[src/rtl/serial_sub_ctrl.sv]
// Bit-serial WIDTH-bit subtractor controller: one full-subtractor cell, LSB first, start/busy/done.
// Optional SERIAL_SUB_SAT_EN: saturate Y to 0 on a final borrow.
module serial_sub_ctrl #(
    parameter int unsigned WIDTH = 8
) (
    input  logic             clk,
    input  logic             rst_n,
    input  logic             start,
    input  logic [WIDTH-1:0] A,
    input  logic [WIDTH-1:0] B,
    output logic             busy,
    output logic             done,
    output logic [WIDTH-1:0] Y,
    output logic             borrow
);

    localparam int unsigned     CntW    = $clog2(WIDTH);
    localparam logic [CntW-1:0] CntLast = CntW'(WIDTH - 1);

    typedef enum logic [0:0] {StIdle, StRun} state_e;

    state_e           state_q, state_d;
    logic [WIDTH-1:0] a_q, a_d, b_q, b_d, res_q, res_d, y_q, y_d;
    logic [CntW-1:0]  cnt_q, cnt_d;
    logic             br_q, br_d, borrow_q, borrow_d, done_q, done_d;
    logic             bit_a, bit_b, diff, bo;

    // Subtract cell
    assign bit_a = a_q[0];
    assign bit_b = b_q[0];
    assign diff  = bit_a ^ bit_b ^ br_q;
    assign bo    = (~bit_a & bit_b) | (~(bit_a ^ bit_b) & br_q);

    always_comb begin
        state_d  = state_q;
        a_d      = a_q;
        b_d      = b_q;
        res_d    = res_q;
        y_d      = y_q;
        cnt_d    = cnt_q;
        br_d     = br_q;
        borrow_d = borrow_q;
        done_d   = 1'b0;
        case (state_q)
            StIdle: begin
                if (start) begin
                    a_d     = A;
                    b_d     = B;
                    br_d    = 1'b0;
                    cnt_d   = '0;
                    state_d = StRun;
                end
            end
            StRun: begin
                res_d = {diff, res_q[WIDTH-1:1]};
                a_d   = a_q >> 1;
                b_d   = b_q >> 1;
                br_d  = bo;
                if (cnt_q == CntLast) begin
`ifdef SERIAL_SUB_SAT_EN
                    y_d = bo ? '0 : res_d;
`else
                    y_d = res_d;
`endif
                    borrow_d = bo;
                    done_d   = 1'b1;
                    state_d  = StIdle;
                end else begin
                    cnt_d = cnt_q + 1'b1;
                end
            end
            default: state_d = StIdle;
        endcase
    end

    always_ff @(posedge clk or negedge rst_n) begin
        if (!rst_n) begin
            state_q  <= StIdle;
            a_q      <= '0;
            b_q      <= '0;
            res_q    <= '0;
            y_q      <= '0;
            cnt_q    <= '0;
            br_q     <= 1'b0;
            borrow_q <= 1'b0;
            done_q   <= 1'b0;
        end else begin
            state_q  <= state_d;
            a_q      <= a_d;
            b_q      <= b_d;
            res_q    <= res_d;
            y_q      <= y_d;
            cnt_q    <= cnt_d;
            br_q     <= br_d;
            borrow_q <= borrow_d;
            done_q   <= done_d;
        end
    end

    assign busy   = (state_q == StRun);
    assign done   = done_q;
    assign Y      = y_q;
    assign borrow = borrow_q;

endmodule

[config.mk]
export PLATFORM = sky130hd
export DESIGN_NAME = serial_sub_ctrl
export DESIGN_NICKNAME = d
export VERILOG_FILES = /design/src/rtl/serial_sub_ctrl.sv
export SDC_FILE = /design/constraint.sdc
export NUM_CORES = 1
export LEC_CHECK = 0
export CORE_ASPECT_RATIO = 0.7
export CORE_MARGIN = 2
export CORE_UTILIZATION = 50
export CTS_CLUSTER_SIZE = 30
export DETAILED_ROUTE_END_ITERATION = 10
export PLACE_DENSITY = 0.77
export SLEW_MARGIN = 20
export SYNTH_ARGS = -nofsm -noshare
export SYNTH_HDL_FRONTEND = slang
export SYNTH_SLANG_ARGS = --single-unit
[constraint.sdc]
create_clock -name clk -period 1.85 [get_ports clk]
set_input_delay 0.37 -clock clk [delete_from_list [all_inputs] [get_ports clk]]
set_output_delay 0.37 -clock clk [all_outputs]
set_load 0.02 [all_outputs]
# ---- Word level (Yosys, flattened, before mapping)
# Index checks and enable logic that the tools add are counted.
dict set report word_totals {
  ff_bits 39
  out_inout_bits 11
  elab_cells 37
  input_bits 19
}
dict set report op_classes {
  bitwise 8
  n_eq_ne 3
  n_mux 14
  n_addsub 1
  n_reduce_logical 2
}
# operator n
set ops {}
lappend ops {{$pmux W8 S2} 2}
lappend ops {{$mux W8} 2}
lappend ops {{$mux W3} 2}
lappend ops {{$pmux W3 S2} 1}
lappend ops {{$mux W1} 5}
lappend ops {{$ne A2 B2 Y1 const B} 2}
lappend ops {{$pmux W1 S2} 2}
lappend ops {{$reduce_and A2 Y1} 2}
lappend ops {{$add A3 B1 Y3 const B} 1}
lappend ops {{$eq A3 B3 Y1 const B} 1}
lappend ops {{$not A1 Y1} 3}
lappend ops {{$and A1 B1 Y1} 2}
lappend ops {{$xor A1 B1 Y1} 2}
lappend ops {{$or A1 B1 Y1} 1}

# ---- Depth between registers and ports, before layout
dict set report depth {
  depth_word 5
  mapped_depth 4
  mapped_depth_nobuf 4
}

# ---- Worst setup path after synthesis
# No wires, ideal clock.
dict set report synth_path {
  path_type {reg-to-reg}
  startpoint {register cnt_q[0]}
  endpoint {register cnt_q[2]}
  setup_slack_ns 0.357
  period_less_slack_ns 1.493
  setup_time_ns 0.121
  path_buffers 0
  path_stages_with_launch 5
  t_arrival_ns 1.373
  required_time_ns 1.729
  cell_sequence {dfrtp_1 > ha_1 > ha_1 > mux2_1 > a22o_1}
}
dict set report synth_between {
  elab_chain_cells 3
  elab_cells_between_ends 6
  cone_classes {add/sub: 1; eq/ne: 2; mux: 2; reduce/logical: 1}
}
# element line_no
set synth_lines {}
lappend synth_lines {{from (decl)} 24} ;# logic [CntW-1:0] cnt_q, cnt_d;
lappend synth_lines {{from (signal assigned)} 93} ;# cnt_q <= cnt_d;
lappend synth_lines {{$add A3 B1 Y3 or $eq A3 B3 Y1 (tied branches)} {69, 59}}
lappend synth_lines {{$mux W3 or $ne A2 B2 Y1 (tied branches)} --}
lappend synth_lines {{$pmux W3 S2 or $reduce_and A2 Y1 (tied branches)} --}
# Parallel ways exist; a longest one is shown, timed or not. The select of a mux whose other input is x is not followed.
# A chain may end at the register's enable or synchronous reset.

# ---- Worst setup path in the final report
dict set report layout_path {
  startpoint {register y_q[5] (netlist: Y[5])}
  endpoint {output Y[5]}
}
# element line_no
set layout_lines {}
lappend layout_lines {{from (decl)} 23} ;# logic [WIDTH-1:0] a_q, a_d, b_q, b_d, res_q, res_d, y_q, y_d;
lappend layout_lines {{from (signal assigned)} 92} ;# y_q <= y_d;
lappend layout_lines {{to (decl)} 13} ;# output logic [WIDTH-1:0] Y,
# No word-level cell between the ends.

==> qor.json <==
{
  "p_per_area_mw_per_mm2": 1660,
  "power_switching_share": 0.327,
  "power.total_mw": 3.49,
  "drt_first_pass_iters": 4,
  "cts.repair_timing.setup_buffer_count": 0,
  "min_path_type": "flip-flop to flip-flop",
  "ys_seq_area_frac": 0.571,
  "combinational_fraction_of_design_power": 0.397,
  "ys_types": 22,
  "static-leakage-power_nw": 1.01,
  "die-area_mm2": 0.00381,
  "route.detailed.vias_per_inst": 5.10,
  "run_status": "complete, no violations",
  "layout_cell_share_with_drive_strength_beyond_1": 0.144,
  "cp.arrival_ns": 1.25,
  "place.port_buffers": 29,
  "cts-resized-gates": 0,
  "netlist.top_cell.by_area": "sky130_fd_sc_hd__dfrtp_1",
  "netlist_area_mm2": 0.00166,
  "final_cell_area_mm2": 0.00210,
  "place_ws_ns": 0.296,
  "final-seq-area_um2": 951,
  "ys.warnings.count": 0,
  "seq_power_share": 0.407,
  "worst_hold_slack_ns": 0.479,
  "core-area_mm2": 0.00317,
  "synth_nets": 149,
  "wirelength_um": 2850,
  "post-place-cells": 190,
  "fillers": 236,
  "cap_viol_max_count": 0,
  "synthTopCellsByArea": "sky130_fd_sc_hd__dfrtp_1 (57%), sky130_fd_sc_hd__mux2i_1 (11%), sky130_fd_sc_hd__mux2_4 (7.2%)",
  "crit_path_max_incr_delay_ns": 0.61,
  "ordered_cell_list_for_the_critical_path": "clkdlybuf4s50_1",
  "post_route_insts_no_fill": 198,
  "report.final.slew_viol_count": 0,
  "finalSetupTns_ns": 0,
  "overall_overflow_remaining_after_global_route": 0,
  "clockPowerShare": 0.196,
  "diodes": 0,
  "chipHeight_um": 52.3,
  "sink_count_of_the_clock_tree": 38,
  "tritoncts.num_buffers": 5,
  "crit_family": "buffers and inverters",
  "power_report.internal_total_mw": 2.35,
  "worst_slew_margin_rel": 0.687,
  "worst-path-buf-inv": 1,
  "maximum_number_of_pins_on_one_net_before_global_route_repair": 47,
  "crit_required_ns": 1.48,
  "post-route-period-util": 0.876,
  "finalCriticalPeriod_ns": 1.62,
  "ir_drop_mv": 1.10,
  "ant_nets": 0,
  "holdCritStartpoint": "b_q[5]",
  "commonest_cells_after_routing_fill_and_taps_aside": "sky130_fd_sc_hd__dfrtp_1 (38), sky130_fd_sc_hd__clkdlybuf4s50_1 (29), sky130_fd_sc_hd__mux2i_1 (18), sky130_fd_sc_hd__nand2_1 (14), sky130_fd_sc_hd__o21ai_0 (14)",
  "hpwlAfterDp_um": 1890,
  "placed_cell_area_mm2": 0.00199,
  "finalCoreUtilization": 0.662,
  "hold_violations": 0,
  "multi_input_area_um2": 647,
  "first_global_vias": 1000,
  "rsz_0062_raised_after_global_routing": "no",
  "worst_skew_pair.late_latency_ns": 0.28,
  "route.vias.total": 1009,
  "clkTransAtPathRegs_ns": 0.08,
  "finish.net_count": 181,
  "mostFrequentLayoutCell": "sky130_fd_sc_hd__dfrtp_1",
  "row_count": 17,
  "cts_tree": "done",
  "netlist_instances": 127,
  "setup.worst_path.start_class": "flip-flop",
  "critical_path.max_fanout": 2,
  "die_width_um": 73.0,
  "synth_top_area_frac": 0.571,
  "worstReg2RegEnd": "cnt_q[2]",
  "detail_route.drc_violations": 0,
  "design.portCount": 30,
  "reg2reg_slack_ns": 0.27,
  "wire_length_per_cell_after_detailed_routing_um": 14.4,
  "final_weighted_congestion_in_routability_driven_placement": 0.704,
  "cts_max_path_buffers": 2,
  "setup.worst_path.class": "flip-flop to output pin",
  "detailed_route_iter0_violations": 43,
  "initial_antenna_violation_count": 0,
  "maxClockFrequency_mhz": 617,
  "worst_slack_ns": 0.229,
  "timing_worst_slew_pin_value_ns": 0.469,
  "r2r.worst_path.cells": 4,
  "start_util": 0.525,
  "fin_skew_ns": 0.00521,
  "cts-root-buf": "sky130_fd_sc_hd__clkbuf_8",
  "cp_slowest_cell": "sky130_fd_sc_hd__clkdlybuf4s50_1",
  "cts_hold_buffers": 0,
  "power_switching_mw": 1.14,
  "hold_path_depth": 2,
  "endpoint_kind": "output pin",
  "first_pass_grt_wire_length_um": 4820,
  "cts_htree_levels": 2,
  "grt.total_usage": 0.170,
  "hold-path-endpoint": "b_q[4]",
  "synthesized_flop_and_latch_total": 38,
  "syn2layout_area_growth_pct": 26.1,
  "postSynthAreaPerCell_um2": 13.1,
  "setup_violations": 0,
  "r2r-start": "cnt_q[0]"
}
==> cells by family after synthesis <==
family                     share of synthesized area
and+or+nand+nor                               0.0534
DFF                                            0.571
muxes                                          0.241
buffers and inverters                         0.0398
AOI/OAI and AO/OA                             0.0617
xor gates and xnor gates                     0.00526
adders and majority gates                     0.0271
==> registers in the layout, summed over array words and instances, names as in the netlist <==
signal and count:
done 1, Y 8, res_q 7, busy 1, cnt_q 3, br_q 1
a_q 8, borrow 1, b_q 8
==> Yosys cell counts <==
cell                       number
sky130_fd_sc_hd__dfrtp_1       38
sky130_fd_sc_hd__mux2i_1       18
sky130_fd_sc_hd__nand2_1       14
sky130_fd_sc_hd__o21ai_0       14
sky130_fd_sc_hd__mux2_4         8
sky130_fd_sc_hd__mux2_1         6
sky130_fd_sc_hd__inv_1          5
sky130_fd_sc_hd__buf_4          3
sky130_fd_sc_hd__mux2_2         3
sky130_fd_sc_hd__nor2_1         3
sky130_fd_sc_hd__a22o_1         2
sky130_fd_sc_hd__buf_2          2
sky130_fd_sc_hd__ha_1           2
sky130_fd_sc_hd__a21o_1         1
sky130_fd_sc_hd__buf_6          1
sky130_fd_sc_hd__clkbuf_1       1
sky130_fd_sc_hd__fa_1           1
sky130_fd_sc_hd__nand2_4        1
sky130_fd_sc_hd__nand2b_1       1
sky130_fd_sc_hd__nor3b_1        1
sky130_fd_sc_hd__o31ai_1        1
sky130_fd_sc_hd__xnor2_1        1
==> worst max-delay path by stage <==
stage | from | end | slack, ns | depth (start not counted)
2_1_floorplan | cnt_q[0] | cnt_q[2] | 0.36 | 4
3_3_place_gp | cnt_q[0] | cnt_q[2] | 0.34 | 4
3_5_place_dp | cnt_q[0] | cnt_q[2] | 0.30 | 4
4_1_cts | Y[5] | Y[5] | 0.21 | 1
5_1_grt | Y[1] | Y[1] | 0.19 | 1
6_report | Y[5] | Y[5] | 0.23 | 1
==> routing by layer <==
layer  part of all wire  track usage
met5                  0            0
met4             0.0049       0.0463
met3              0.027       0.0462
met2               0.51        0.276
met1               0.46        0.227
==> power by group through the flow <==
stage                     combinational [mW]  sequential, mW  clock (mW)
final                                   1.39            1.42       0.685
after detailed placement                1.40            1.43           0
after global routing                    1.52            1.47       0.739
after CTS                               1.41            1.43       0.702
after floorplan                        0.866            1.52           0
after global placement                  1.34            1.41           0
==> final cells by class <==
class                           instances  share of cell area
Clock buffer                            5              0.0328
Sequential cell                        38               0.453
Timing Repair Buffer                   32               0.155
Multi-Input combinational cell         77               0.308
Inverter                                5             0.00894
Tap cell                               38              0.0227
Clock inverter                          3              0.0191
Note: power is estimated with default switching activity, not from simulation.
